<file path="src/rtl/param_add_accumulator_if.sv">
// Purpose : operand-in / result-out handshake bundle for param_add_accumulator.
// Latency : n/a (wiring only).
// Backpressure: in_ready throttles the operand source; out_ready throttles the result.
//
// Ports
//   in_valid/in_ready/in_sum/in_cout      operand stream {cout, sum}
//   out_valid/out_ready/out_total/out_ovf result stream
interface param_add_accumulator_if #(
  parameter int WIDTH = 4,
  parameter int ACC_W = 8
);
  logic             in_valid;
  logic             in_ready;
  logic [WIDTH-1:0] in_sum;
  logic             in_cout;
  logic             out_valid;
  logic             out_ready;
  logic [ACC_W-1:0] out_total;
  logic             out_ovf;

  // Producer of operands and consumer of results.
  modport master (
    output in_valid, in_sum, in_cout, out_ready,
    input  in_ready, out_valid, out_total, out_ovf
  );

  // The accumulator itself.
  modport slave (
    input  in_valid, in_sum, in_cout, out_ready,
    output in_ready, out_valid, out_total, out_ovf
  );
endinterface

</file>
<file path="src/rtl/param_add_accumulator.sv">
// Purpose : sums COUNT {cout,sum} operands into an ACC_W-bit total with a sticky overflow flag.
// Latency : out_valid rises the cycle after the COUNT-th accepted operand.
// Backpressure: result held in HOLD until out_ready; no operands accepted while holding or on clear.
//
// Ports
//   clk, rst_n  clock and asynchronous active-low reset
//   clear       synchronous abort; drops any partial batch or held result
//   bus         param_add_accumulator_if.slave (operand in, result out)
//
// Parameters: WIDTH (sum width), COUNT (1..255 operands per batch), ACC_W (>= WIDTH+1).
module param_add_accumulator #(
  parameter int WIDTH = 4,
  parameter int COUNT = 4,
  parameter int ACC_W = 8
) (
  input  logic                    clk,
  input  logic                    rst_n,
  input  logic                    clear,
  param_add_accumulator_if.slave  bus
);

  localparam int CNT_W = 8;

  typedef enum logic [1:0] {
    IDLE  = 2'd0,
    ACCUM = 2'd1,
    HOLD  = 2'd2
  } state_t;

  state_t             state, state_nxt;
  logic [ACC_W-1:0]   acc, acc_nxt;
  logic [CNT_W-1:0]   cnt, cnt_nxt;
  logic               ovf, ovf_nxt;

  logic [ACC_W-1:0]   value;
  logic [ACC_W:0]     sum_ext;
  logic               accept;

  assign value   = ACC_W'({bus.in_cout, bus.in_sum});
  assign sum_ext = {1'b0, acc} + {1'b0, value};

  // Gating with rst_n keeps in_ready low while reset is asserted, even
  // though the state register already sits in IDLE.
  assign bus.in_ready  = rst_n && !clear && (state != HOLD);
  assign bus.out_valid = (state == HOLD);
  assign bus.out_total = acc;
  assign bus.out_ovf   = ovf;

  assign accept = bus.in_valid && bus.in_ready;

  always_ff @(posedge clk or negedge rst_n) begin
    if (!rst_n) begin
      state <= IDLE;
      acc   <= '0;
      cnt   <= '0;
      ovf   <= 1'b0;
    end else begin
      state <= state_nxt;
      acc   <= acc_nxt;
      cnt   <= cnt_nxt;
      ovf   <= ovf_nxt;
    end
  end

  always_comb begin
    state_nxt = state;
    acc_nxt   = acc;
    cnt_nxt   = cnt;
    ovf_nxt   = ovf;

    case (state)
      IDLE: begin
        if (accept) begin
          acc_nxt   = value;
          cnt_nxt   = CNT_W'(1);
          ovf_nxt   = 1'b0;
          state_nxt = (COUNT == 1) ? HOLD : ACCUM;
        end
      end
      ACCUM: begin
        if (accept) begin
          acc_nxt = sum_ext[ACC_W-1:0];
          ovf_nxt = ovf | sum_ext[ACC_W];
          cnt_nxt = cnt + CNT_W'(1);
          if (cnt_nxt == CNT_W'(COUNT)) begin
            state_nxt = HOLD;
          end
        end
      end
      HOLD: begin
        if (bus.out_ready) begin
          state_nxt = IDLE;
          acc_nxt   = '0;
          cnt_nxt   = '0;
          ovf_nxt   = 1'b0;
        end
      end
      default: begin
        state_nxt = IDLE;
      end
    endcase

    // clear overrides whatever the FSM decided above, including a held result.
    if (clear) begin
      state_nxt = IDLE;
      acc_nxt   = '0;
      cnt_nxt   = '0;
      ovf_nxt   = 1'b0;
    end
  end

endmodule

</file>
<file path="src/flat_wrapper.sv">
// flat-port wrapper written by rule: the top's interface ports become plain ports
module param_add_accumulator_flat 
#(
  parameter int WIDTH = 4,
  parameter int COUNT = 4,
  parameter int ACC_W = 8
)
  (clk, rst_n, clear, bus_in_valid, bus_in_sum, bus_in_cout, bus_out_ready, bus_in_ready, bus_out_valid, bus_out_total, bus_out_ovf);
  param_add_accumulator_if #(.WIDTH(WIDTH), .ACC_W(ACC_W)) bus_i ();
  input  logic clk;
  input  logic rst_n;
  input  logic clear;
  input wire logic [$bits(bus_i.in_valid)-1:0] bus_in_valid;
  input wire logic [$bits(bus_i.in_sum)-1:0] bus_in_sum;
  input wire logic [$bits(bus_i.in_cout)-1:0] bus_in_cout;
  input wire logic [$bits(bus_i.out_ready)-1:0] bus_out_ready;
  output wire logic [$bits(bus_i.in_ready)-1:0] bus_in_ready;
  output wire logic [$bits(bus_i.out_valid)-1:0] bus_out_valid;
  output wire logic [$bits(bus_i.out_total)-1:0] bus_out_total;
  output wire logic [$bits(bus_i.out_ovf)-1:0] bus_out_ovf;
  assign bus_i.in_valid = bus_in_valid;
  assign bus_i.in_sum = bus_in_sum;
  assign bus_i.in_cout = bus_in_cout;
  assign bus_i.out_ready = bus_out_ready;
  assign bus_in_ready = bus_i.in_ready;
  assign bus_out_valid = bus_i.out_valid;
  assign bus_out_total = bus_i.out_total;
  assign bus_out_ovf = bus_i.out_ovf;
  param_add_accumulator #(.WIDTH(WIDTH), .COUNT(COUNT), .ACC_W(ACC_W)) u_core (.clk(clk), .rst_n(rst_n), .clear(clear), .bus(bus_i));
endmodule
</file>
<file path="config.mk">
export PLATFORM = sky130hd
export DESIGN_NAME = param_add_accumulator_flat
export DESIGN_NICKNAME = d
export VERILOG_FILES = /design/src/rtl/param_add_accumulator_if.sv /design/src/rtl/param_add_accumulator.sv /design/src/flat_wrapper.sv
export SDC_FILE = /design/constraint.sdc
export NUM_CORES = 1
export LEC_CHECK = 0
export BUFFER_PORTS_ARGS = -buffer_cell sky130_fd_sc_hd__buf_2
export CORE_ASPECT_RATIO = 1.25
export CORE_UTILIZATION = 48
export DETAILED_ROUTE_END_ITERATION = 7
export HOLD_SLACK_MARGIN = 0.08
export PLACE_DENSITY = 0.82
export SLEW_MARGIN = 20
export SYNTH_ARGS = -nofsm -noshare
export SYNTH_HDL_FRONTEND = slang
export SYNTH_SLANG_ARGS = --single-unit
</file>
<file path="constraint.sdc">
create_clock -name clk -period 1.9 [get_ports clk]
set_clock_uncertainty 0.05 [all_clocks]
set_input_delay 0.285 -clock clk [delete_from_list [all_inputs] [get_ports clk]]
set_output_delay 0.285 -clock clk [all_outputs]
set_load 0.05 [all_outputs]
</file>
==> metrics, run 1 <==
Worst-path clk slew=between 0.1 and 0.15 ns; Tot Pwr=around 2.1 mW; MaxCap Viol Count=0; clk sink count=19; DRT Wirelength=3790 µm; fmax=around 520 MHz; WP data arrival=2.13 ns; commonest non-fill, non-tap cell in the layout=buf_2; vias in the first global route=1,367; CTS tree=done; actual slew at the worst max-slew pin=between 0.8 and 0.9 ns; Final #Nets=about 220; Vias=1,458; die width=between 50 and 60 µm; Period minus WS final=around 1.9 ns; Slew HR=40.0%; Routed Antenna Nets=0; asr flop ratio synth=between 90% and 100%; syn nets=around 180; Distinct cells, synth=46; crit path kind=flip-flop to flip-flop; worst path bufs/invs=0; post-synthesis sequential area ratio=between 30% and 40%; VDD IR max=between 0.8 and 0.9 mV; pre-CTS setup slack=-0.0689 ns; synth top area cells=dfrtp_1 33%, ha_1 9.5%, o21ai_0 5.9%; Die ar.=between 3000 and 4000 µm²; Row Count=21; final setup fails=1; drt first pass iters=4; Worst-Skew Late Latency=0.31 ns; Setup TNS=-0.0181 ns; CTS Buffer Depth=2; I/O Buffers=20; drc violations=0; commonest non-fill, non-tap cells in the layout=20 x buf_2, 18 x nand2_1, 18 x buf_4, 18 x dfrtp_1, 13 x o21ai_0; Final Wtd Congestion=just under 0.9; Setup crit start kind=flip-flop; Antenna diodes=0; CP peak stage delay=between 0.4 and 0.5 ns; initial antenna violation count=0; Vert. Die Dim=between 60 and 70 µm; share of cells above drive strength 1=~38%; Post-Synthesis Cells=162; Tcrit/Tclk final=101%; Most used DFF post-synth=dfrtp_1; leak pwr=around 0.83 nW; crit end category=flip-flop; CTS Root Buffer Type=clkbuf_4; CP max FO=3; Total GRT Usage=around a quarter; post-route setup slack=-0.0181 ns; failing checks=setup timing; cells along the critical path=ha_4 -> fa_2 -> a21o_1 -> a211oi_2 -> o21ai_1 -> a31o_2 -> nand2_1; Starting Density=52.1%; DR iter-0 viols=65; Hold WS=~0.29 ns; Power Dens Cells=1110 nW/µm²; drt via density=approximately 6.2; run status=complete, but fails checks; # IOs=21; yosys warns=0; syn_area_per_cell=around 9 µm²; maximum number of pins on one net before global-route repair=20; Post-Synthesis Cell Area=~1500 µm²; GR Overflow Total=0; htree depth=1; worst endpoint required time=about 2.1 ns; Critical-path top delay cell=dfrtp_2; Hold Path Class=input port to flip-flop; first-pass GRT wire length=6080 µm; Final Hold Fails=0; post-synth top area cell=dfrtp_1; RSZ-0062 raised after global routing=yes; Slew Viols, Final=0; Post-synth EDFFs=0; P&R area growth vs syn=29.3%; Final Util=roughly 67%; WL/cell=between 15 and 20 µm; top cell type's share of synthesized area=32.8%; crit-path leading delay family=compound AO/OA/AOI/OAI gates; Yosys reg bits=19; DP HPWL=approximately 2700 µm; total CTS buffers=3; area of the core=between 2000 and 3000 µm²
## layout make-up
cell class / instances / area (µm²)
well taps: 34 / 42.5
repair buffers: 41 / 268
clock inverters: 1 / 7.51
fillers: 220 / 910
flip-flops and latches: 19 / 477
inverters: 6 / 25.0
clock buffers: 3 / 22.5
multi-input cells: 130 / 1030
## metrics by stage
step / area (µm²) / instances
CTS: 1780 / 231
global placement: 1690 / 222
global route: 1880 / 234
finish: 1880 / 234
floorplan: 1490 / 162
detailed placement: 1690 / 222
## tightest hold or removal path, delay by kind of cell
kind            cells  cell delay [ns]
buf+inv             1             0.11
compound gates      2             0.23
## kinds of logic (layout without fill, tap and decap cells)
family                     Yosys count  count (layout)  synth area share [%]
and+or+nand+nor                     64              64                  25.9
xor gates and xnor gates             4               4                  2.42
DFF                                 19              19                  32.8
buffers and inverters               13              51                  4.40
adders and majority gates           12              12                  10.9
AOI/OAI and AO/OA                   50              50                  23.6
## Yosys cell counts (3+ instances only)
| cell | instances |
|---|---|
| inv_1 | 5 |
| o41ai_1 | 3 |
| nand2_1 | 18 |
| nor2b_1 | 4 |
| dfrtp_1 | 19 |
| nand4_1 | 4 |
| or4_1 | 3 |
| a21oi_1 | 7 |
| buf_2 | 4 |
| o21ai_0 | 17 |
| a31oi_1 | 3 |
| o31ai_1 | 5 |
| ha_1 | 11 |
| nor2_1 | 7 |
| nand3_1 | 7 |
## final timing paths
check | start | to | slack [ns] | depth (start not counted)
worst min register to register | u_core.bus.out_total[4] | u_core.bus.out_total[4] | 0.51 | 2
worst max register to register | u_core.bus.out_total[0] | u_core.bus.out_total[6] | -0.02 | 7
worst max-delay path | u_core.bus.out_total[0] | u_core.bus.out_total[6] | -0.02 | 7
max in group asynchronous | rst_n | u_core.bus.out_total[0] | 0.47 | 3
worst min-delay path | bus_in_sum[0] | u_core.bus.out_total[0] | 0.29 | 3
min in group asynchronous | rst_n | u_core.cnt[1] | 0.73 | 3
## registers in the layout, summed over array words and instances (netlist names)
name	cells
u_core.bus.out_ovf	1
u_core.bus.out_total	8
u_core.cnt	8
u_core.state	2
## metal layers
metal | vias up | GRT usage [%] | routed length [µm]
met5 | - | 0 | 0
met4 | 0 | 8.33 | 62
met3 | 8 | 2.90 | 193
met2 | 46 | 43.3 | 2000
met1 | 722 | 30.3 | 1540
li1 | 682 | - | -
## power by group
group	switching, mW	internal (mW)	total [mW]
Clock	0.143	0.0803	0.223
Combinational	0.767	0.550	1.32
Sequential	0.0732	0.477	0.550
Total	0.983	1.11	2.09
## what timing repair did
action                                  in CTS  in global routing
setup buffers                                4                  3
pin swaps                                    3                  4
hold buffers                                 1                  0
endpoints found under the hold margin       19                  0
resized for setup                            6                 13
cloned                                       0                  0
endpoints found under the setup margin      13                 16
Power figures use the tool's default switching activity.
==> inputs of run 2 (changes only) <==
PLACE_DENSITY = 0.8   (was 0.82)
clock period = 1.82 ns   (was 1.9 ns; I/O delays follow)
==> run 2 against run 1 <==
  * The flow still finishes with violations (setup timing)
  * Routed wire length increased by 33%
  * First-iteration DRC count shrank 28%
  * Cell area is 17% higher
  * Largest cell class unchanged
  * Largest power group unchanged
  * Highest routed layer unchanged
==> metrics, run 2 (same netlist as run 1, synthesis figures left out) <==
run status=complete, but fails checks (unchanged); failing checks=setup timing (unchanged); Power Dens Cells=1190 nW/µm² (was 1110 nW/µm²); Tot Pwr=2.60 mW (was 2.09 mW); total CTS buffers=3 (unchanged); drt via density=6.35 (was 6.23); commonest non-fill, non-tap cells in the layout=22 x buf_4, 18 x buf_2, 14 x dfrtp_1 (was 20 x buf_2, 18 x nand2_1, 18 x buf_4, 18 x dfrtp_1, 13 x o21ai_0); WL/cell=20.2 µm (was 16.2 µm); Die ar.=3250 µm² (unchanged); drc violations=0 (unchanged); Period minus WS final=2.03 ns (was 1.92 ns); CP max FO=6 (was 3); fmax=493 MHz (was 521 MHz); Final Wtd Congestion=0.827 (was 0.892); area of the core=2790 µm² (unchanged); post-route setup slack=-0.209 ns (was -0.0181 ns); CTS tree=done (unchanged); share of cells above drive strength 1=52.6% (was 37.5%); Worst-Skew Late Latency=0.31 ns (about the same); drt first pass iters=4 (unchanged); DR iter-0 viols=47 (was 65); first-pass GRT wire length=6450 µm (was 6080 µm); commonest non-fill, non-tap cell in the layout=buf_4 (was buf_2); pre-CTS setup slack=-0.278 ns (was -0.0689 ns); leak pwr=0.961 nW (was 0.826 nW); final setup fails=20 (was 1); DP HPWL=2980 µm (was 2700 µm); worst endpoint required time=2.00 ns (was 2.11 ns); initial antenna violation count=0 (unchanged); WP data arrival=2.21 ns (was 2.13 ns); Worst-path clk slew=0.12 ns (about the same); Slew Viols, Final=0 (unchanged); VDD IR max=0.834 mV (was 0.853 mV); Slew HR=36.3% (was 40.0%); DRT Wirelength=5040 µm (was 3790 µm); actual slew at the worst max-slew pin=0.953 ns (was 0.898 ns); Final #Nets=238 (was 223); die width=51.2 µm (unchanged); Total GRT Usage=26.8% (was 24.6%); CTS Root Buffer Type=clkbuf_4 (unchanged); Row Count=21 (unchanged); htree depth=1 (unchanged); Setup crit start kind=flip-flop (unchanged); P&R area growth vs syn=50.7% (was 29.3%); I/O Buffers=20 (unchanged); MaxCap Viol Count=0 (unchanged); CTS Buffer Depth=2 (unchanged); Antenna diodes=0 (unchanged); clk sink count=19 (unchanged); Hold Path Class=input port to flip-flop (unchanged); crit end category=flip-flop (unchanged); Vert. Die Dim=63.5 µm (unchanged); Vias=1,582 (was 1,458); RSZ-0062 raised after global routing=yes (unchanged); Tcrit/Tclk final=112% (was 101%); crit path kind=flip-flop to flip-flop (unchanged); Final Hold Fails=0 (unchanged); maximum number of pins on one net before global-route repair=20 (unchanged); Hold WS=0.255 ns (was 0.295 ns); Routed Antenna Nets=0 (unchanged); R2R Setup Slk=-0.21 ns (was -0.02 ns); GR Overflow Total=0 (unchanged); Setup TNS=-1.63 ns (was -0.0181 ns); # IOs=21 (unchanged); vias in the first global route=1,395 (was 1,367); Starting Density=52.1% (unchanged)
[run 2: path summary, 6_finish.rpt]
check / from / to / cells past startpoint
hold reg to reg: u_core.bus.out_total[2] / u_core.bus.out_total[2] / 2
setup reg to reg: u_core.state[0] / u_core.bus.out_ovf / 8
setup / recovery: u_core.state[0] / u_core.bus.out_ovf / 8
min in group asynchronous: rst_n / u_core.bus.out_total[4] / 3
hold / removal: bus_in_sum[0] / u_core.bus.out_total[0] / 3
max in group asynchronous: rst_n / u_core.cnt[4] / 3
[run 2: cell type report]
type | count | area [µm²]
multi-input combinational | 130 | 1160
fill | 175 | 599
sequential | 19 | 482
timing repair buffer | 56 | 447
tap | 34 | 42.5
clock buffer | 4 | 26.3
inverter | 6 | 25.0
[run 2: what timing repair did]
item / 4_1_cts / 5_1_grt
setup buffers: 1 / 7
setup endpoints to repair: 20 / 21
hold endpoints to repair: 19 / 0
gates resized for setup: 11 / 56
cloned: 0 / 1
pin swaps: 5 / 18
hold buffers: 1 / 0
[run 2: report_power, final]
part           total (mW)  internal [mW]  switching, mW
clock               0.233         0.0858          0.147
sequential          0.585          0.503         0.0815
combinational        1.79          0.778           1.01
total                2.60           1.37           1.24
[run 2: metrics by stage]
step | area, µm² | utilization [%] | instances
6_report | 2190 | 78.5 | 249
5_1_grt | 2190 | 78.5 | 249
4_1_cts | 1940 | 69.6 | 241
3_5_place_dp | 1840 | 66.2 | 235
3_3_place_gp | 1840 | 66.2 | 235
2_1_floorplan | 1540 | - | 162
[run 2: routing by layer]
layer	vias to the layer above	GRT usage [%]	share of wire, %
li1	715	-	-
met1	774	30.7	37
met2	63	47.2	52
met3	30	2.90	4.5
met4	0	14.2	5.6
met5	-	0	0
[run 2: worst max-delay path, cell delays in order, from the launching register on]
cell	delay (ns)
dfrtp_1	0.41
inv_2	0.09
ha_4	0.18
nand2b_4	0.14
a32oi_4	0.24
buf_6	0.14
nand3_4	0.13
o41a_1	0.37
a21oi_1	0.19
==> inputs of run 3 (changes only) <==
ABC_AREA = 1   (was default)
==> run 3 against run 2 <==
  * Largest cell class unchanged
  * Global-route usage decreased by 4.7 points
  * Worst hold slack lost 0.032 ns
  * Maximum frequency grew 17%
  * Combinational power down 24%
  * Clock power fell by 8%
  * Setup slack better by 0.30 ns
  * Area after synthesis is 7.0% lower
  * Synthesized cell count is 19% higher
  * Via count shrank 13%
  * First-iteration DRC count rose by 6.4%
  * Highest routed layer unchanged
  * Cell count up 4.0%
  * The run now ends clean
==> metrics, run 3 <==
run status=finished clean (was complete, but fails checks); share of cells above drive strength 1=22.7% (was 52.6%); area of the core=2680 µm² (was 2790 µm²); Distinct cells, synth=21 (was 46); Power Dens Cells=1320 nW/µm² (was 1190 nW/µm²); Yosys reg bits=19 (unchanged); DP HPWL=2440 µm (was 2980 µm); top cell type's share of synthesized area=35.3% (was 32.8%); sequential share of power=27.1% (was 22.5%); Starting Density=50.3% (was 52.1%); Slew HR=40.8% (was 36.3%); RSZ-0062 raised after global routing=yes (unchanged); Slew Viols, Final=0 (unchanged); Post-synth top cells=56 x nand2_1, 24 x nor2_1, 20 x inv_1 (was 19 x dfrtp_1, 18 x nand2_1, 17 x o21ai_0); top-count cell post-synth=nand2_1 (was dfrtp_1); CTS tree=done (unchanged); Final Wtd Congestion=0.838 (was 0.827); Setup crit start kind=flip-flop (unchanged); drt via density=5.34 (was 6.35); internal power=1.05 mW (was 1.37 mW); post-synth top area cell=dfrtp_1 (unchanged); MaxCap Viol Count=0 (unchanged); Routed Antenna Nets=0 (unchanged); I/O Buffers=20 (unchanged); vias in the first global route=1,291 (was 1,395); CP max FO=12 (was 6); Vias=1,382 (was 1,582); crit end category=flip-flop (unchanged); drc violations=0 (unchanged); leak pwr=0.826 nW (was 0.961 nW); final setup fails=0 (was 20); switch share=51.4% (was 47.5%); CTS Buffer Depth=2 (unchanged); VDD IR max=0.993 mV (was 0.834 mV); P&R area growth vs syn=21.0% (was 50.7%); Final #Nets=248 (was 238); CTS Root Buffer Type=clkbuf_4 (unchanged); maximum number of pins on one net before global-route repair=20 (unchanged); Final Non-Filler Cells=259 (was 249); Sw Pwr=1.11 mW (was 1.24 mW); commonest non-fill, non-tap cells in the layout=55 x nand2_1, 21 x nor2_1, 20 x inv_1, 20 x buf_2, 18 x dfrtp_1 (was 22 x buf_4, 18 x buf_2, 14 x dfrtp_1); Die ar.=3030 µm² (was 3250 µm²); die width=49.4 µm (was 51.2 µm); worst endpoint required time=1.97 ns (was 2.00 ns); fraction of power consumed by combinational cells=62.9% (was 68.6%); syn_area_per_cell=7.02 µm² (was 8.95 µm²); Hold Path Class=input port to flip-flop (unchanged); Worst-path clk slew=0.11 ns (was 0.12 ns); Total GRT Usage=22.1% (was 26.8%); R2R Setup Slk=0.09 ns (was -0.21 ns); actual slew at the worst max-slew pin=0.884 ns (was 0.953 ns); Vert. Die Dim=61.3 µm (was 63.5 µm); WP data arrival=1.88 ns (was 2.21 ns); Most used DFF post-synth=dfrtp_1 (unchanged); Antenna diodes=0 (unchanged); area post-placement=1560 µm² (was 1840 µm²); Setup TNS=0 ns (was -1.63 ns); hold path start=bus_in_cout (was bus_in_sum[0]); Post-Synthesis Cells=192 (was 162); Placed Instances=252 (was 235); initial antenna violation count=0 (unchanged); Worst-Skew Late Latency=0.30 ns (was 0.31 ns); syn nets=214 (was 184); first-pass GRT wire length=5110 µm (was 6450 µm); total CTS buffers=3 (unchanged); Period minus WS final=1.73 ns (was 2.03 ns); WL/cell=12.2 µm (was 20.2 µm); DRT Wirelength=3160 µm (was 5040 µm); post-synthesis sequential area ratio=35.3% (was 32.8%); Post-synth EDFFs=0 (unchanged); asr flop ratio synth=100% (unchanged); fill count=262 (was 175); GR Overflow Total=0 (unchanged); clk sink count=19 (unchanged); htree depth=1 (unchanged); # IOs=21 (unchanged); clock share of power=10.0% (was 8.9%); fmax=578 MHz (was 493 MHz); CP startpoint=u_core.state[0] (unchanged); DR iter-0 viols=50 (was 47); Post-Synthesis Cell Area=1350 µm² (was 1450 µm²); synth top area cells=dfrtp_1 35%, nand2_1 16%, ha_1 10% (was dfrtp_1 33%, ha_1 9.5%, o21ai_0 5.9%); Final Hold Fails=0 (unchanged); drt first pass iters=4 (unchanged); final instance area=1630 µm² (was 2190 µm²); yosys warns=0 (unchanged); commonest non-fill, non-tap cell in the layout=nand2_1 (was buf_4); crit path kind=flip-flop to flip-flop (unchanged); Reg-to-Reg Start=u_core.state[0] (unchanged); Tcrit/Tclk final=95.0% (was 112%); Row Count=21 (unchanged)
## run 3: kinds of logic (layout without fill, tap and decap cells)
kind of cell / after synthesis / count (layout) / synth area share, %
AND/OR/NAND/NOR: 101 / 101 / 30.8
adder cells (fa/ha/maj): 12 / 12 / 11.7
buffers and inverters: 25 / 58 / 7.61
flip-flops: 19 / 19 / 35.3
AO/OA/AOI/OAI: 35 / 35 / 14.7
## run 3: cell type report
cell class	count	area (µm²)	area share, %
Multi-Input combinational cell	148	811	49.7
Sequential cell	19	477	29.2
Timing Repair Buffer	31	185	11.3
Inverter	23	88.8	5.44
Tap cell	34	42.5	2.61
Clock buffer	3	22.5	1.38
Clock inverter	1	5.00	0.307
## run 3: timing repair
item | in CTS | in global routing
endpoints found under the hold margin | 19 | 0
endpoints found under the setup margin | 0 | 13
resized for setup | 0 | 9
setup buffers | 0 | 2
hold buffers | 1 | 0
## run 3: through the flow
stage / total power [mW] / util (%) / hold slack (ns) / setup WS (ns)
final: 2.16 / 60.9 / 0.223 / 0.0908
after global routing: 2.33 / 60.9 / 0.269 / -0.0376
after CTS: 2.10 / 59.4 / 0.223 / 0.0213
after detailed placement: 1.87 / 58.0 / 0.233 / 0.0594
after global placement: 1.85 / 58.0 / 0.235 / 0.112
after floorplan: 1.54 / - / -0.0726 / 0.00250
## run 3: power groups by stage
stage	sequential, mW	combinational, mW	clock [mW]
floorplan	0.760	0.777	0
global placement	0.589	1.27	0
detailed placement	0.593	1.28	0
CTS	0.585	1.29	0.221
global route	0.593	1.51	0.230
finish	0.585	1.36	0.215
## run 3: path summary, 6_finish.rpt
kind | to | cells past startpoint
max | u_core.bus.out_total[5] | 12
min | u_core.bus.out_total[4] | 5
max reg2reg | u_core.bus.out_total[5] | 12
min reg2reg | u_core.state[1] | 2
max in group asynchronous | u_core.bus.out_total[0] | 3
min in group asynchronous | u_core.cnt[0] | 3
## run 3: per-layer routing
layer | vias up | routed length [µm] | GRT usage (%)
met5 | - | 0 | 0
met4 | 0 | 57 | 7.76
met3 | 6 | 101 | 1.48
met2 | 31 | 1710 | 45.6
met1 | 653 | 1280 | 23.9
li1 | 692 | - | -
## run 3: worst max-delay path: stages, from the launching register on
cell and delay [ns]:
dfrtp_1 0.39, inv_1 0.09, ha_1 0.33, nor2_2 0.13
inv_1 0.06, o21ai_2 0.13, inv_2 0.07, nand2_4 0.10
inv_4 0.07, nand2_1 0.08, nand2_1 0.05, nand2_1 0.05
nor2_1 0.04
